`src/rtl/mac_acc_drain_if.sv`:
```
// mac_acc_drain_if: MAC accumulator capture and result stream bundle.
// master = drain block; slave = MAC row plus result write-back path.
interface mac_acc_drain_if #(
  parameter int N     = 4,
  parameter int ACC_W = 32,
  parameter int OUT_W = 32
);
  localparam int IW = $clog2(N);

  logic [N*ACC_W-1:0] acc_i;
  logic               done_i;
  logic               drain_ready;
  logic               mac_clr;
  logic               res_valid;
  logic               res_ready;
  logic [OUT_W-1:0]   res_data;
  logic [IW-1:0]      res_idx;
  logic               res_last;
  logic               sat_o;

  modport master (
    input  acc_i, done_i, res_ready,
    output drain_ready, mac_clr,
    output res_valid, res_data, res_idx,
    output res_last, sat_o
  );

  modport slave (
    output acc_i, done_i, res_ready,
    input  drain_ready, mac_clr,
    input  res_valid, res_data, res_idx,
    input  res_last, sat_o
  );
endinterface

```
`src/rtl/mac_acc_drain.sv`:
```
// mac_acc_drain: snapshots N MAC accumulators, clears the row, streams results.
// Define MAC_DRAIN_SAT_EN to clamp (instead of truncate) into OUT_W bits.
module mac_acc_drain #(
  parameter int N     = 4,
  parameter int ACC_W = 32,
  parameter int OUT_W = 32
) (
  input logic              clk,
  input logic              rst,
  mac_acc_drain_if.master  bus
);
  localparam int IW = $clog2(N);

  typedef enum logic {IDLE, SEND} state_t;

  state_t           state;
  logic [IW-1:0]    idx;
  logic [IW-1:0]    nxt;
  logic [OUT_W-1:0] cap [N];
  logic             sat [N];
  logic [OUT_W-1:0] conv [N];
  logic             csat [N];
  logic [OUT_W-1:0] data_q;
  logic             vld_q;
  logic             last_q;
  logic             sat_q;
  logic             clr_q;
  logic             rdy_q;

  for (genvar g = 0; g < N; g++) begin : g_conv
    logic [ACC_W-1:0] a;
    assign a = bus.acc_i[g*ACC_W +: ACC_W];
`ifdef MAC_DRAIN_SAT_EN
    localparam int HW = ACC_W - OUT_W + 1;
    localparam logic [OUT_W-1:0] MAXV = {1'b0, {(OUT_W-1){1'b1}}};
    localparam logic [OUT_W-1:0] MINV = {1'b1, {(OUT_W-1){1'b0}}};
    logic [HW-1:0] hi;
    logic          inr;
    // In range iff the bits above the output sign are a pure sign extension
    assign hi      = a[ACC_W-1 -: HW];
    assign inr     = (hi == '0) || (hi == '1);
    assign csat[g] = !inr;
    assign conv[g] = inr ? a[OUT_W-1:0]
                   : (a[ACC_W-1] ? MINV : MAXV);
`else
    logic unused_hi;
    assign unused_hi = ^a;
    assign conv[g]   = a[OUT_W-1:0];
    assign csat[g]   = 1'b0;
`endif
  end

  assign nxt = idx + IW'(1);

  always_ff @(posedge clk) begin
    if (rst) begin
      state  <= IDLE;
      idx    <= '0;
      data_q <= '0;
      vld_q  <= 1'b0;
      last_q <= 1'b0;
      sat_q  <= 1'b0;
      clr_q  <= 1'b0;
      rdy_q  <= 1'b1;
      for (int i = 0; i < N; i++) begin
        cap[i] <= '0;
        sat[i] <= 1'b0;
      end
    end else begin
      clr_q <= 1'b0;
      unique case (state)
        IDLE: begin
          if (bus.done_i && rdy_q) begin
            for (int i = 0; i < N; i++) begin
              cap[i] <= conv[i];
              sat[i] <= csat[i];
            end
            data_q <= conv[0];
            sat_q  <= csat[0];
            idx    <= '0;
            last_q <= 1'b0;
            vld_q  <= 1'b1;
            rdy_q  <= 1'b0;
            clr_q  <= 1'b1;
            state  <= SEND;
          end
        end
        SEND: begin
          if (bus.res_ready) begin
            if (last_q) begin
              state  <= IDLE;
              idx    <= '0;
              data_q <= '0;
              vld_q  <= 1'b0;
              last_q <= 1'b0;
              sat_q  <= 1'b0;
              rdy_q  <= 1'b1;
            end else begin
              idx    <= nxt;
              data_q <= cap[nxt];
              sat_q  <= sat[nxt];
              last_q <= (nxt == IW'(N-1));
            end
          end
        end
        default: state <= IDLE;
      endcase
    end
  end

  assign bus.drain_ready = rdy_q;
  assign bus.mac_clr     = clr_q;
  assign bus.res_valid   = vld_q;
  assign bus.res_data    = data_q;
  assign bus.res_idx     = idx;
  assign bus.res_last    = last_q;
  assign bus.sat_o       = sat_q;
endmodule

```
`src/flat_wrapper.sv`:
```
// flat-port wrapper written by rule: the top's interface ports become plain ports
module mac_acc_drain_flat 
#(
  parameter int N     = 4,
  parameter int ACC_W = 32,
  parameter int OUT_W = 32
)
  (clk, rst, bus_acc_i, bus_done_i, bus_res_ready, bus_drain_ready, bus_mac_clr, bus_res_valid, bus_res_data, bus_res_idx, bus_res_last, bus_sat_o);
  mac_acc_drain_if #(.N(N), .ACC_W(ACC_W), .OUT_W(OUT_W)) bus_i ();
  input logic clk;
  input logic rst;
  input wire logic [$bits(bus_i.acc_i)-1:0] bus_acc_i;
  input wire logic [$bits(bus_i.done_i)-1:0] bus_done_i;
  input wire logic [$bits(bus_i.res_ready)-1:0] bus_res_ready;
  output wire logic [$bits(bus_i.drain_ready)-1:0] bus_drain_ready;
  output wire logic [$bits(bus_i.mac_clr)-1:0] bus_mac_clr;
  output wire logic [$bits(bus_i.res_valid)-1:0] bus_res_valid;
  output wire logic [$bits(bus_i.res_data)-1:0] bus_res_data;
  output wire logic [$bits(bus_i.res_idx)-1:0] bus_res_idx;
  output wire logic [$bits(bus_i.res_last)-1:0] bus_res_last;
  output wire logic [$bits(bus_i.sat_o)-1:0] bus_sat_o;
  assign bus_i.acc_i = bus_acc_i;
  assign bus_i.done_i = bus_done_i;
  assign bus_i.res_ready = bus_res_ready;
  assign bus_drain_ready = bus_i.drain_ready;
  assign bus_mac_clr = bus_i.mac_clr;
  assign bus_res_valid = bus_i.res_valid;
  assign bus_res_data = bus_i.res_data;
  assign bus_res_idx = bus_i.res_idx;
  assign bus_res_last = bus_i.res_last;
  assign bus_sat_o = bus_i.sat_o;
  mac_acc_drain #(.N(N), .ACC_W(ACC_W), .OUT_W(OUT_W)) u_core (.clk(clk), .rst(rst), .bus(bus_i));
endmodule
```
`config.mk`:
```
export PLATFORM = sky130hd
export DESIGN_NAME = mac_acc_drain_flat
export DESIGN_NICKNAME = d
export VERILOG_FILES = /design/src/rtl/mac_acc_drain_if.sv /design/src/rtl/mac_acc_drain.sv /design/src/flat_wrapper.sv
export SDC_FILE = /design/constraint.sdc
export NUM_CORES = 1
export LEC_CHECK = 0
export CAP_MARGIN = 30
export CORE_MARGIN = 10
export CORE_UTILIZATION = 45
export CTS_CLUSTER_SIZE = 25
export DETAILED_ROUTE_END_ITERATION = 8
export PLACE_DENSITY = 0.73
export SLEW_MARGIN = 5
export SYNTH_ARGS = -nofsm -noshare
export SYNTH_HDL_FRONTEND = slang
export SYNTH_SLANG_ARGS = --single-unit
```
`constraint.sdc`:
```
create_clock -name clk -period 6.6 [get_ports clk]
set_input_delay 1.98 -clock clk [delete_from_list [all_inputs] [get_ports clk]]
set_output_delay 1.98 -clock clk [all_outputs]
set_load 0.03 [all_outputs]
```
# Word-level counts from Yosys, hierarchy flattened
# Memories as Yosys holds them, arrays and structs flattened.
# Cells that the tools add are included.
[totals]
reg_bits = 40
elab_cells = 57
out_inout_bits = 39
inputBits = 132
memories = 1
ram_bits = 128
[op_classes]
bitwise = 5
n_addsub = 1
n_reduce_logical = 3
n_mux = 35
n_eq_ne = 4
[mem_list]
columns = ["memory", "words", "word_bits", "rd", "rd_ports_with_merged_regs", "wr", "line_no", "source"]
rows = [
  ["u_core.cap", 4, 32, 1, 0, 4, "mac_acc_drain.sv:19", "logic [OUT_W-1:0] cap [N];"],
]
[ops]
columns = ["cell", "count"]
rows = [
  ["2-to-1 mux 32 bit", 7],
  ["one-hot mux 32 bit (2 select lines)", 1],
  ["2-to-1 mux 1 bit", 18],
  ["one-hot mux 1 bit (2 select lines)", 5],
  ["2-to-1 mux 2 bit", 3],
  ["!= test 2 bit, second input constant", 2],
  ["OR 1 bit", 4],
  ["one-hot mux 2 bit (2 select lines)", 1],
  ["AND reduction 3 bit", 1],
  ["adder 2 x 1 -> 2 bit, second input constant", 1],
  ["equality test 2 bit, second input constant", 1],
  ["!= test 2 x 1 -> 1 bit, second input constant", 1],
  ["AND reduction 2 bit", 1],
  ["logical AND 1 bit", 1],
  ["NOT 1 bit", 1],
]

# Longest topological paths before layout
[depth]
depth_word = 6
depth_mapped = 7
ltp_nobuf = 5

# Worst setup path before layout
# OpenSTA, ideal clock, no wires.
[synth_timing]
path_kind = "in2reg"
from = "input port rst"
to = "memory u_core.cap[0][0] (enable)"
required_time_ns = 5.484
arrival_ns = 4.699
setup_ns = 1.116
slack_ns = 0.785
cell_stages = 4
n_path_buf = 2
path_cell_list = "clkinv_1 buf_2 buf_1 nand2_1"
[synth_rtl]
columns = ["item", "line_no", "source"]
rows = [
  ["from (decl)", "flat_wrapper.sv:11", "input logic rst;"],
  ["to (decl)", "mac_acc_drain.sv:19", ""],
]

==> out/qor.yml <==
port_buffers: 169
final.setup.tns_ns: 0
drt-initial-drc-count: 657
globalplace.congestion: 0.761
worstMarginPinSlew_ns: 0.978
grt_pass1_wl_um: 30300
diodes: 0
antenna_found_initial: 0
cts_tree: "done"
async_flop_share_pct: 0
post_cts_buffers: 0
grt_max_degree: 95
yosys.area_share.simple_pct: 12.3
ctsResizeCount: 0
fin_util_pct: 61.2
final_antenna_net_count: 0
synth_enable_flop_cells: 128
synth_top_area_share_pct: 51.9
coreArea_um2: 16000
finalWirelength_um: 19400
worstHoldStart: "u_core.bus.res_valid"
initial_core_util_pct: 46.2
ys.flop_type: "edfxtp_1"
hold_viol: 0
synthesis.area_um2: 7400
drc: 0
start_kind: "primary input"
ys_ff_latch: 167
dr.pass1.iters: 9
row_count: 46
status: "completed"
slew_headroom_pct: 34.8
synth_commonest_cells: "128 x and3_1, 128 x edfxtp_1, 48 x mux2_2"
grt_usage_pct: 17.3
numClockSinks: 167
arrival_ns: 4.80
synth_area_leaders: "edfxtp_1 52%, and3_1 11%, dfxtp_1 11%, mux2_2 7.3%, a222oi_1 4.2%"
slew_viol_final: 0
rsz0062_at_grt: "no"
cts-root-buf: "clkbuf_16"
critical_path.startpoint: "rst"
synth_seq_area_share_pct: 62.5
ctsHoldBuffers: 0
grt_pass1_vias: 5486
synthAdderAreaFrac_pct: 0.169
fmax_mhz: 211
r2r_start: "u_core.bus.res_idx[0]"
synth_xor_area_share_pct: 0
dieArea_um2: 22000
die-height_um: 148
power.density_nw_per_um2: 292
power.leakage_nw: 4.09
setup_viol: 0
place_inst: 880
fillCellCount: 1294
stdcell_count: 912
syn_nets: 678
min_path_type: "flop to flop"
vias: 5312
yosys_warnings: 0
r2r_slack_ns: 4.05
clk_latency_ns: 0.42
timing.max_cap.violations: 0
syn_inst: 545
h-tree-depth: 4
peakVddDrop_mv: 0.194
endpoint: "u_core.cap[1][11]"
min_period_ns: 4.73
path_max_fanout: 70
cts_buffer_depth: 2
syn_area_per_cell_um2: 13.6
whs_path_depth: 1
ios: 171
drive_gt1_share_pct: 14.9
rr_worst_depth: 5
cts_made_buffers: 17
viasPerCell: 5.82
post-route-period-util_pct: 71.7
yosysTopAreaCell: "edfxtp_1"
overflow: 0
finalPower_mw: 2.85
worstSetupPathType: "primary input to flop"
chipWidth_um: 148
synth_top_family_by_area: "simple AND/OR/NAND/NOR gates"
synthMuxAreaShare_pct: 10.2
r2r_end: "u_core.bus.res_data[22]"
wl_per_cell_um: 21.3
path_clk_slew_ns: 0.06
ys_types: 32
nets: 816
area_growth_pct: 32.3
hpwl_um: 12500
cp.required_ns: 6.67
synth_compound_area_share_pct: 10.4
finClkSkew_ns: 0.00621
end_kind: "flop"
-- logic make-up (layout without fill, tap and decap cells) --
| group | after synthesis | count (layout) |
|---|---|---|
| flops | 167 | 167 |
| simple gates | 145 | 145 |
| compound gates | 104 | 104 |
| mux | 64 | 64 |
| buf+inv | 63 | 214 |
| fa+ha+maj | 1 | 1 |
| other cells | 1 | 1 |
-- metal layers --
layer | global-route usage [%] | part of all wire, % | up-vias
met5 | 0 | 0 | -
met4 | 6.54 | 1.5 | 0
met3 | 4.31 | 7.4 | 18
met2 | 28.2 | 49 | 253
met1 | 21.9 | 42 | 2603
li1 | - | - | 2438
-- worst min path at each step --
stage	slack, ns	end
floorplan	0.58	u_core.state
global placement	0.50	u_core.bus.res_valid
detailed placement	0.50	u_core.bus.res_valid
CTS	0.52	u_core.bus.res_valid
global route	0.53	u_core.bus.res_valid
finish	0.51	u_core.bus.res_valid
-- state kept, by name, indices dropped and copies added, names as in the netlist --
signal	count
u_core.bus.drain_ready	1
u_core.bus.mac_clr	1
u_core.bus.res_data	32
u_core.bus.res_idx	2
u_core.bus.res_last	1
u_core.bus.res_valid	1
u_core.cap	128
u_core.state	1
-- cells in the final DEF, fill, tap and decap left out --
cell type / count
o31ai_1: 32
mux2_4: 10
edfxtp_1: 128
and3b_4: 1
and4bb_2: 2
buf_16: 3
nand2_1: 3
nand3b_1: 2
clkbuf_16: 20
conb_1: 1
a22oi_1: 1
mux2_1: 6
and3_1: 128
a31o_2: 2
clkbuf_8: 1
inv_1: 2
mux2_2: 48
inv_4: 2
o22ai_1: 1
and2_1: 1
o21ai_0: 1
dfxtp_1: 39
ha_4: 1
a222oi_1: 31
buf_4: 7
nor3b_4: 1
clkbuf_1: 5
nand2_4: 1
clkinv_2: 4
and3b_1: 1
a31oi_1: 2
clkinv_4: 1
a21oi_1: 34
nor2_1: 4
nand3_1: 1
clkdlybuf4s50_1: 169
-- critical path, stage by stage --
cell and delay (ns):
clkdlybuf4s50_1 0.60, clkinv_2 0.65, nand2_4 0.97, buf_4 0.50
-- area by class of cell --
class                      instances  area, µm²  share of cell area [%]
clock buffer                      26        533                    5.44
clock inverter                     6       36.3                   0.371
inverter                           3       12.5                   0.128
multi-input combinational        315       2490                    25.4
sequential                       167       4620                    47.2
tap                              216        270                    2.76
timing repair buffer             179       1830                    18.7
-- per-stage QoR --
step	setup WS, ns	area (µm²)	hold slack [ns]
global placement	1.53	9140	0.496
CTS	1.86	9790	0.518
floorplan	0.785	7400	0.579
global route	1.61	9790	0.529
finish	1.87	9790	0.509
detailed placement	1.43	9220	0.497
-- where the power goes --
group | internal (mW) | switching (mW) | total, mW
Combinational | 0.275 | 0.312 | 0.587
Clock | 0.559 | 0.384 | 0.943
Sequential | 1.28 | 0.0481 | 1.32
Total | 2.11 | 0.745 | 2.85
Power figures use the tool's default switching activity.
